===== src/rtl/ps2_scancode_rx.sv =====
// ps2_scancode_rx: PS/2 keyboard frame receiver with a scancode FIFO and a small register slave.
//   Optional build macro PS2_PARITY_CHECK_EN enables odd-parity checking and status bit6.
//   Ports:
//     clk, reset_n      single clock, asynchronous active-low reset
//     kc, kd            PS/2 clock and data pins (asynchronous)
//     s_cs_n, s_address slave select (active low), register select 0 = data, 1 = status
//     s_read, s_write   read strobe (pops data register), write strobe (clears status flags)
//     s_writedata       write data, ignored
//     s_readdata        combinational read data
//     irq               registered level interrupt: FIFO non-empty or any flag set
module ps2_scancode_rx #(
   parameter int FIFO_DEPTH     = 8,
   parameter int TIMEOUT_CYCLES = 50000
) (
   input  logic       clk,
   input  logic       reset_n,
   input  logic       kc,
   input  logic       kd,
   input  logic       s_cs_n,
   input  logic       s_address,
   input  logic       s_read,
   input  logic       s_write,
   input  logic [7:0] s_writedata,
   output logic [7:0] s_readdata,
   output logic       irq
);
   localparam int AW = $clog2(FIFO_DEPTH);
   localparam int TW = $clog2(TIMEOUT_CYCLES + 1);

   typedef enum logic [1:0] {IDLE, DATA, PARITY, STOP} state_t;

   state_t        r_state;
   logic [1:0]    r_kc_sync, r_kd_sync;
   logic          r_kc_prev;
   logic [7:0]    r_shift;
   logic [2:0]    r_bitcnt;
   logic [TW-1:0] r_to;
   logic          r_push, r_frm_evt;
   logic [7:0]    r_push_data;
   logic [7:0]    r_mem [FIFO_DEPTH];
   logic [AW-1:0] r_wp, r_rp;
   logic [3:0]    r_cnt;
   logic          r_ovf, r_frm, r_irq;
   logic          w_fall, w_kd, w_par_ok, w_perr;
   logic          w_full, w_empty, w_push, w_pop, w_clr;
   logic          w_unused;

   assign w_unused = ^s_writedata;
   assign w_fall   = r_kc_prev & ~r_kc_sync[1];
   assign w_kd     = r_kd_sync[1];

`ifdef PS2_PARITY_CHECK_EN
   logic r_par, r_par_evt, r_perr;
   // odd parity: data bits plus parity bit must contain an odd number of ones
   assign w_par_ok = ^{r_shift, r_par};
   assign w_perr   = r_perr;
`else
   assign w_par_ok = 1'b1;
   assign w_perr   = 1'b0;
`endif

   always_ff @(posedge clk or negedge reset_n) begin
      if (!reset_n) begin
         r_kc_sync <= 2'b11;
         r_kd_sync <= 2'b11;
         r_kc_prev <= 1'b1;
      end else begin
         r_kc_sync <= {r_kc_sync[0], kc};
         r_kd_sync <= {r_kd_sync[0], kd};
         r_kc_prev <= r_kc_sync[1];
      end
   end

   always_ff @(posedge clk or negedge reset_n) begin
      if (!reset_n) begin
         r_state     <= IDLE;
         r_shift     <= '0;
         r_bitcnt    <= '0;
         r_to        <= '0;
         r_push      <= 1'b0;
         r_push_data <= '0;
         r_frm_evt   <= 1'b0;
`ifdef PS2_PARITY_CHECK_EN
         r_par       <= 1'b0;
         r_par_evt   <= 1'b0;
`endif
      end else begin
         r_push    <= 1'b0;
         r_frm_evt <= 1'b0;
`ifdef PS2_PARITY_CHECK_EN
         r_par_evt <= 1'b0;
`endif
         // idle-time counter restarts on every kc falling edge and only runs mid-frame
         r_to <= (r_state == IDLE || w_fall) ? '0 : r_to + TW'(1);
         if (r_state != IDLE && !w_fall && r_to == TW'(TIMEOUT_CYCLES - 1)) begin
            r_state   <= IDLE;
            r_bitcnt  <= '0;
            r_to      <= '0;
            r_frm_evt <= 1'b1;
         end else if (w_fall) begin
            case (r_state)
               IDLE: begin
                  if (!w_kd) r_state <= DATA;
                  r_bitcnt <= '0;
               end
               DATA: begin
                  r_shift  <= {w_kd, r_shift[7:1]};
                  r_bitcnt <= r_bitcnt + 3'd1;
                  if (r_bitcnt == 3'd7) r_state <= PARITY;
               end
               PARITY: begin
`ifdef PS2_PARITY_CHECK_EN
                  r_par   <= w_kd;
`endif
                  r_state <= STOP;
               end
               STOP: begin
                  r_state     <= IDLE;
                  r_push      <= w_kd & w_par_ok;
                  r_push_data <= r_shift;
                  r_frm_evt   <= ~w_kd;
`ifdef PS2_PARITY_CHECK_EN
                  r_par_evt   <= ~w_par_ok;
`endif
               end
            endcase
         end
      end
   end

   assign w_full  = r_cnt == 4'(FIFO_DEPTH);
   assign w_empty = r_cnt == 4'd0;
   assign w_push  = r_push & ~w_full;
   assign w_pop   = ~s_cs_n & s_read & ~s_address & ~w_empty;
   assign w_clr   = ~s_cs_n & s_write & s_address;

   always_ff @(posedge clk) begin
      if (w_push) r_mem[r_wp] <= r_push_data;
   end

   // flag set pulses take priority over a same-cycle clear
   always_ff @(posedge clk or negedge reset_n) begin
      if (!reset_n) begin
         r_wp  <= '0;
         r_rp  <= '0;
         r_cnt <= '0;
         r_ovf <= 1'b0;
         r_frm <= 1'b0;
         r_irq <= 1'b0;
`ifdef PS2_PARITY_CHECK_EN
         r_perr <= 1'b0;
`endif
      end else begin
         if (w_push) r_wp <= r_wp + AW'(1);
         if (w_pop)  r_rp <= r_rp + AW'(1);
         r_cnt <= r_cnt + {3'b0, w_push} - {3'b0, w_pop};
         r_ovf <= (r_push & w_full) | (r_ovf & ~w_clr);
         r_frm <= r_frm_evt | (r_frm & ~w_clr);
`ifdef PS2_PARITY_CHECK_EN
         r_perr <= r_par_evt | (r_perr & ~w_clr);
`endif
         r_irq <= ~w_empty | r_ovf | r_frm | w_perr;
      end
   end

   assign s_readdata = s_address ? {r_ovf, w_perr, r_frm, 1'b0, r_cnt}
                                 : (w_empty ? 8'h00 : r_mem[r_rp]);
   assign irq        = r_irq;
endmodule


===== config.mk =====
export PLATFORM = sky130hd
export DESIGN_NAME = ps2_scancode_rx
export DESIGN_NICKNAME = d
export VERILOG_FILES = /design/src/rtl/ps2_scancode_rx.sv
export SDC_FILE = /design/constraint.sdc
export NUM_CORES = 1
export LEC_CHECK = 0
export BUFFER_PORTS_ARGS = -buffer_cell sky130_fd_sc_hd__buf_2
export CORE_MARGIN = 2
export CORE_UTILIZATION = 61
export CTS_CLUSTER_SIZE = 28
export DETAILED_ROUTE_END_ITERATION = 7
export PLACE_DENSITY = 0.79
export SLEW_MARGIN = 5
export SYNTH_ARGS = -nofsm -noshare
export SYNTH_HDL_FRONTEND = slang
export SYNTH_SLANG_ARGS = --single-unit

===== constraint.sdc =====
create_clock -name clk -period 3.25 [get_ports clk]
set_clock_uncertainty 0.2 [all_clocks]
set_input_delay 0.325 -clock clk [delete_from_list [all_inputs] [get_ports clk]]
set_output_delay 0.325 -clock clk [all_outputs]
set_load 0.02 [all_outputs]

== After elaboration in Yosys (flattened, before gate mapping) ==
Memories as Yosys holds them, arrays and structs flattened.
Cells that the tools add are included.
Word-level totals
  register bits after elaboration: 57
  latch bits: 0
  bits in writable memories: 64
  bits in read-only memories: 0
  input bits: 16
  memories kept: 1
Cells by class
  add/subtract/negate cells: 6
  multipliers: 0
  divide/modulo/power cells: 0
  order comparisons: 0
  equal/unequal tests: 8
  shifts and indexed selects: 0
  mux-type cells: 20
  bitwise operators: 22
  reduce and logical (&&, ||, !) cells: 13
Memories
  r_mem: words 8, width 8, read ports 1, clocked after Yosys merged registers in 0, wr ports 1, RTL line 40  | logic [7:0] r_mem [FIFO_DEPTH];
Operators with widths (number)
  $mux W16: 2
  $add A16 B1 Y16 const B: 1
  $eq A16 B16 Y1 const B: 1
  $mux W8: 2
  $and A1 B1 Y1: 10
  $add A3 B1 Y3 const B: 3
  $reduce_and A3 Y1: 3
  $mux W1: 8
  $mux W2: 4
  $not A1 Y1: 8
  $pmux W2 S4: 1
  $mux W3: 2
  $pmux W3 S2: 1
  $add A4 B1 Y4: 1
  $eq A2 B2 Y1 const B: 2
  $eq A4 B4 Y1 const B: 1
  $logic_not A4 Y1: 1
  $or A1 B1 Y1: 4
  $reduce_bool A2 Y1: 2
  $sub A4 B1 Y4: 1
  $eq A3 B3 Y1 const B: 1
  $ne A3 B2 Y1 const B: 1
  $ne A3 B3 Y1 const B: 1
  $reduce_bool A3 Y1: 1
  other kinds (6): 7

== Logic depth before layout (Yosys ltp) ==
  word-level depth: 7
  gate-level depth with buffers: 10
  mapped depth without buffers: 10

== Least setup slack after synthesis ==
OpenSTA, ideal clock, no wires.
  path kind: register -> register
  from: reg r_cnt[2]
  to: reg r_cnt[2]
  setup time: 0.123 ns
  arrival time: 2.325 ns
  path slack: 0.602 ns
  cell stages (with the launch flop): 11
  buffers on the path: 0
  clock period less this slack: 2.648 ns
  cell sequence: dfrtp_1 > inv_1 > ha_1 > nor3b_1 > nor4b_1 > ha_1 > inv_1 > ha_1 > inv_1 > fa_1 > xnor2_1
RTL lines
  start: declaration: RTL line 42  | logic [3:0] r_cnt;
  start signal: assignment: RTL line 156  | r_cnt <= r_cnt + {3'b0, w_push} - {3'b0, w_pop};
  $logic_not A4 Y1: RTL line 132  | assign w_empty = r_cnt == 4'd0;
  $not A1 Y1: RTL line 134  | assign w_pop = ~s_cs_n & s_read & ~s_address & ~w_empty;
  $and A1 B1 Y1: RTL line 134
  named net w_pop: RTL line 45  | logic w_full, w_empty, w_push, w_pop, w_clr;
  $sub A4 B1 Y4: RTL line 156
The timed path passes the listed nets, and every way through them passes these cells.
A chain may end at the register's enable or synchronous reset.

== Worst setup path after layout ==
  from: reg r_rp[0]
  to: out s_readdata[4]
On the way
  cells in the longest elaborated chain, start to end: 3
Ends and longest elaborated chain
  start: declaration: RTL line 41  | logic [AW-1:0] r_wp, r_rp;
  start signal: assignment: RTL line 155  | if (w_pop) r_rp <= r_rp + AW'(1);
  $mem_v2 Z8 W8
  $mux W8: RTL line 167  | : (w_empty ? 8'h00 : r_mem[r_rp]);
  $mux W8: RTL line 166  | assign s_readdata = s_address ? {r_ovf, w_perr, r_frm, 1'b0, r_cnt}
  end: declaration: RTL line 24  | output logic [7:0] s_readdata,
Every way passes these cells.

==> impl_results.md <==
* Gate power share at a little over a fifth
* Slowest CP cell: dfrtp_1
* Hold Fails Final Rpt at 0
* Worst Path Buf+Inv at 1
* Initial core utilization at 62.6%
* Primary flip-flop cell chosen by synthesis mapping: edfxtp_1
* Die area at between 9000 and 10000 um^2
* Root Buffer: clkbuf_8
* Share of cells above drive strength 1 at a little over a quarter
* Yosys Warn Count at 0
* Crit-path cells: mux4_2 -> mux2i_1 -> nor2_1 -> buf_2
* Synth Net Count at 382
* Max-cap violation count at 0
* FFs w/ async S/R, synth at 47.1%
* Final critical-path required period at around 2900 ps
* Hold path start: s_cs_n
* Unique masters post-synth at 47
* Overall routing resource usage at 23.1%
* Fill count at 515
* Seq/Total Area, Yosys at 65.5%
* R2R setup slack at between 500 and 600 ps
* Vias in the first global route at slightly below 3000
* Final setup fails at 0
* Finished Cell Area at a little under 6000 um^2
* Crit path launch type: flip-flop
* Setup TNS at 0 ps
* Diode count at 0
* I/O pins at 25
* Top delay family on crit path: flip-flops
* CTS Buffer Depth at 2
* First DRT Iteration DRCs at 143
* Cts-stage hold buffer count at 5
* Routed wire length at roughly 9300 um
* Worst slack, placed at just over 600 ps
* Critical Path Sink Type: output port
* Hpwl dp at 5960 um
* Core footprint at ~8000 um^2
* Port Buffer Count at 16
* Normalized max-slew margin at a little over a third
* Status: finished clean
* Die Y at roughly 96 um
* Area growth syn-to-layout at 16.2%
* Sw Share at between 30% and 40%
* Clk_lat worst skew at 520 ps
* First-pass GRT wire length at about 15000 um
* Final ANT Viol Nets at 0
* Tcrit/Tclk final at ~88%
* Syn Inst Count at 350
* Site Rows at 33
* Post-Syn Area per Cell at approximately 15 um^2
* Final hold slack at between 80 and 90 ps
* WHS Endpoint: r_rp[2]
* TritonCTS clock tree: built
* Crit path largest cell delay at ~850 ps
* #FFs+latches synth at 121
* Tightest Pin Transition at about 970 ps
* Crit Path Category: reg -> out
* RSZ-0062 raised after global routing: false
* Post-CTS Setup Bufs at 0
* Area of the mapped netlist at 5120 um^2
* Power per cell area at between 800 and 900 nW/um^2
* Worst R2R End: r_cnt[3]
* Placed inst area at 5350 um^2
* Die W at about 96 um
* Final Util at slightly above 70%
* Routability-driven placement congestion ratio at between 0.7 and 0.8
* Initial antenna violation count at 0
* Fin worst setup slack at around 390 ps
* P_sw at around 1.5 mW
* Worst R2R Path Depth at 11
* Fmax at about 350 MHz
* Hold Path Cell Cnt at 5
* Via/cell ratio at a little under 6
* Req. time, crit path at 2720 ps
* Leakage power at 2.39 nW
* EDFF count, synth at 64
* CTS sink cnt at 121
* Clock slew at reported path FFs at 60 ps
* Total number of vias at 2965
* # DRC at 0
* GRT overflow at 0
* WP data arrival at 2340 ps
* Inserted Clock Buffers at 17
* Clock share of power at 34.5%
* Pint at approximately 3.4 mW
* DRT Pass-1 Iters at 4
* Resized cells post-CTS at 0
* Sequential Power Share at 44.2%
* Worst hold path type: in -> reg
* Max Slew Vio Count at 0
* Reg-to-reg startpoint: r_cnt[2]
* Critical Path Fanout Max at 14
* Largest net degree at the start of global routing at 45
* Nets at approximately 420
* Max IR drop VDD at 0.000499 V
* H-tree Lvls at 4
* Avg WL per Cell at 18.3 um
## layout make-up
type / instances / area, um^2 / area share [%]
inverters: 11 / 41.3 / 0.694
clock inverters: 15 / 130 / 2.19
flip-flops and latches: 121 / 3350 / 56.4
clock buffers: 17 / 414 / 6.97
repair buffers: 30 / 198 / 3.32
multi-input cells: 209 / 1680 / 28.2
well taps: 105 / 131 / 2.21
## through the flow
| stage | instances | power [mW] |
|---|---|---|
| after CTS | 508 | 4.96 |
| final | 508 | 4.91 |
| after floorplan | 350 | 2.92 |
| after global placement | 471 | 3.17 |
| after detailed placement | 471 | 3.24 |
| after global routing | 508 | 5.17 |
## placed cells by master (no fill, tap or decap), types with 6 or more instances in the layout
master,n
xnor2_1,6
mux2_2,29
buf_4,9
inv_1,11
clkbuf_16,16
mux4_2,10
o31ai_1,9
nor2_1,33
edfxtp_1,64
ha_1,15
buf_2,16
nand2_1,29
o22ai_1,6
dfrtp_1,52
xor2_1,10
## how the worst max path moves through the flow
stage                     startpoint            end  slack (ps)  depth (start not counted)
after detailed placement    r_cnt[2]       r_cnt[2]         610                         10
after floorplan             r_cnt[2]       r_cnt[2]         600                         10
after CTS                    r_rp[0]  s_readdata[4]         310                          4
after global routing         r_rp[0]  s_readdata[4]         190                          4
final                        r_rp[0]  s_readdata[4]         390                          4
after global placement      r_cnt[2]       r_cnt[1]         670                         10
## power by group through the flow
stage	Clock [mW]	Combinational [mW]	Sequential (mW)
6_report	1.70	1.04	2.17
3_5_place_dp	0	1.04	2.20
4_1_cts	1.73	1.06	2.17
5_1_grt	1.79	1.16	2.21
3_3_place_gp	0	0.993	2.17
2_1_floorplan	0	0.870	2.05
## synthesized netlist by cell type, types with 2 or more instances
| library cell | count | area, um^2 |
|---|---|---|
| edfxtp_1 | 64 | 1920 |
| dfrtp_1 | 52 | 1300 |
| nor2_1 | 33 | 124 |
| mux2_2 | 29 | 327 |
| nand2_1 | 29 | 109 |
| ha_1 | 15 | 188 |
| inv_1 | 11 | 41.3 |
| mux4_2 | 10 | 225 |
| xor2_1 | 10 | 87.6 |
| o31ai_1 | 9 | 67.6 |
| o22ai_1 | 6 | 37.5 |
| xnor2_1 | 6 | 52.6 |
| a21oi_1 | 5 | 25.0 |
| dfstp_2 | 5 | 131 |
| nand2b_1 | 5 | 31.3 |
| nand3_1 | 5 | 25.0 |
| nand4_1 | 5 | 31.3 |
| buf_2 | 4 | 20.0 |
| o21ai_0 | 4 | 20.0 |
| clkbuf_1 | 3 | 11.3 |
| nor2b_1 | 3 | 18.8 |
| nor3_1 | 3 | 15.0 |
| a21o_1 | 2 | 15.0 |
| a32oi_1 | 2 | 17.5 |
| and3_1 | 2 | 12.5 |
| and3_2 | 2 | 15.0 |
| buf_4 | 2 | 15.0 |
| mux2i_1 | 2 | 20.0 |
| nor4b_1 | 2 | 17.5 |
| or2_2 | 2 | 12.5 |
| or3_1 | 2 | 12.5 |
## tightest hold or removal path: cells and delay by family
kind / cells / cell delay (ps)
xor gates and xnor gates: 1 / 60
and+or+nand+nor: 2 / 120
buffers and inverters: 2 / 230
## layer usage
| metal | part of all wire [%] | GRT usage, % | up-vias |
|---|---|---|---|
| met4 | 0.98 | 8.45 | 0 |
| met3 | 3.0 | 6.96 | 8 |
| met5 | 0 | 0 | - |
| met1 | 42 | 27.8 | 1531 |
| met2 | 54 | 39.5 | 50 |
| li1 | - | - | 1376 |
## logic make-up (layout without fill, tap and decap cells)
kind of cell               Yosys count  in the layout  share of synthesized area [%]
AOI/OAI and AO/OA                   34             34                           4.69
xor gates and xnor gates            16             16                           2.74
adders and majority gates           16             16                           4.06
buffers and inverters               20             73                           1.71
DFF                                121            121                           65.5
muxes                               41             41                           11.2
and+or+nand+nor                    102            102                           10.1
## state kept, by name (all words and copies together), names as in the netlist, 2 cells and up
signal / cells
r_shift: 8
r_cnt: 4
r_bitcnt: 3
r_push_data: 8
r_to: 16
r_wp: 3
r_state: 2
r_rp: 3
r_kd_sync: 2
r_kc_sync: 2
r_mem: 64
Note: power is estimated with default switching activity, not from simulation.
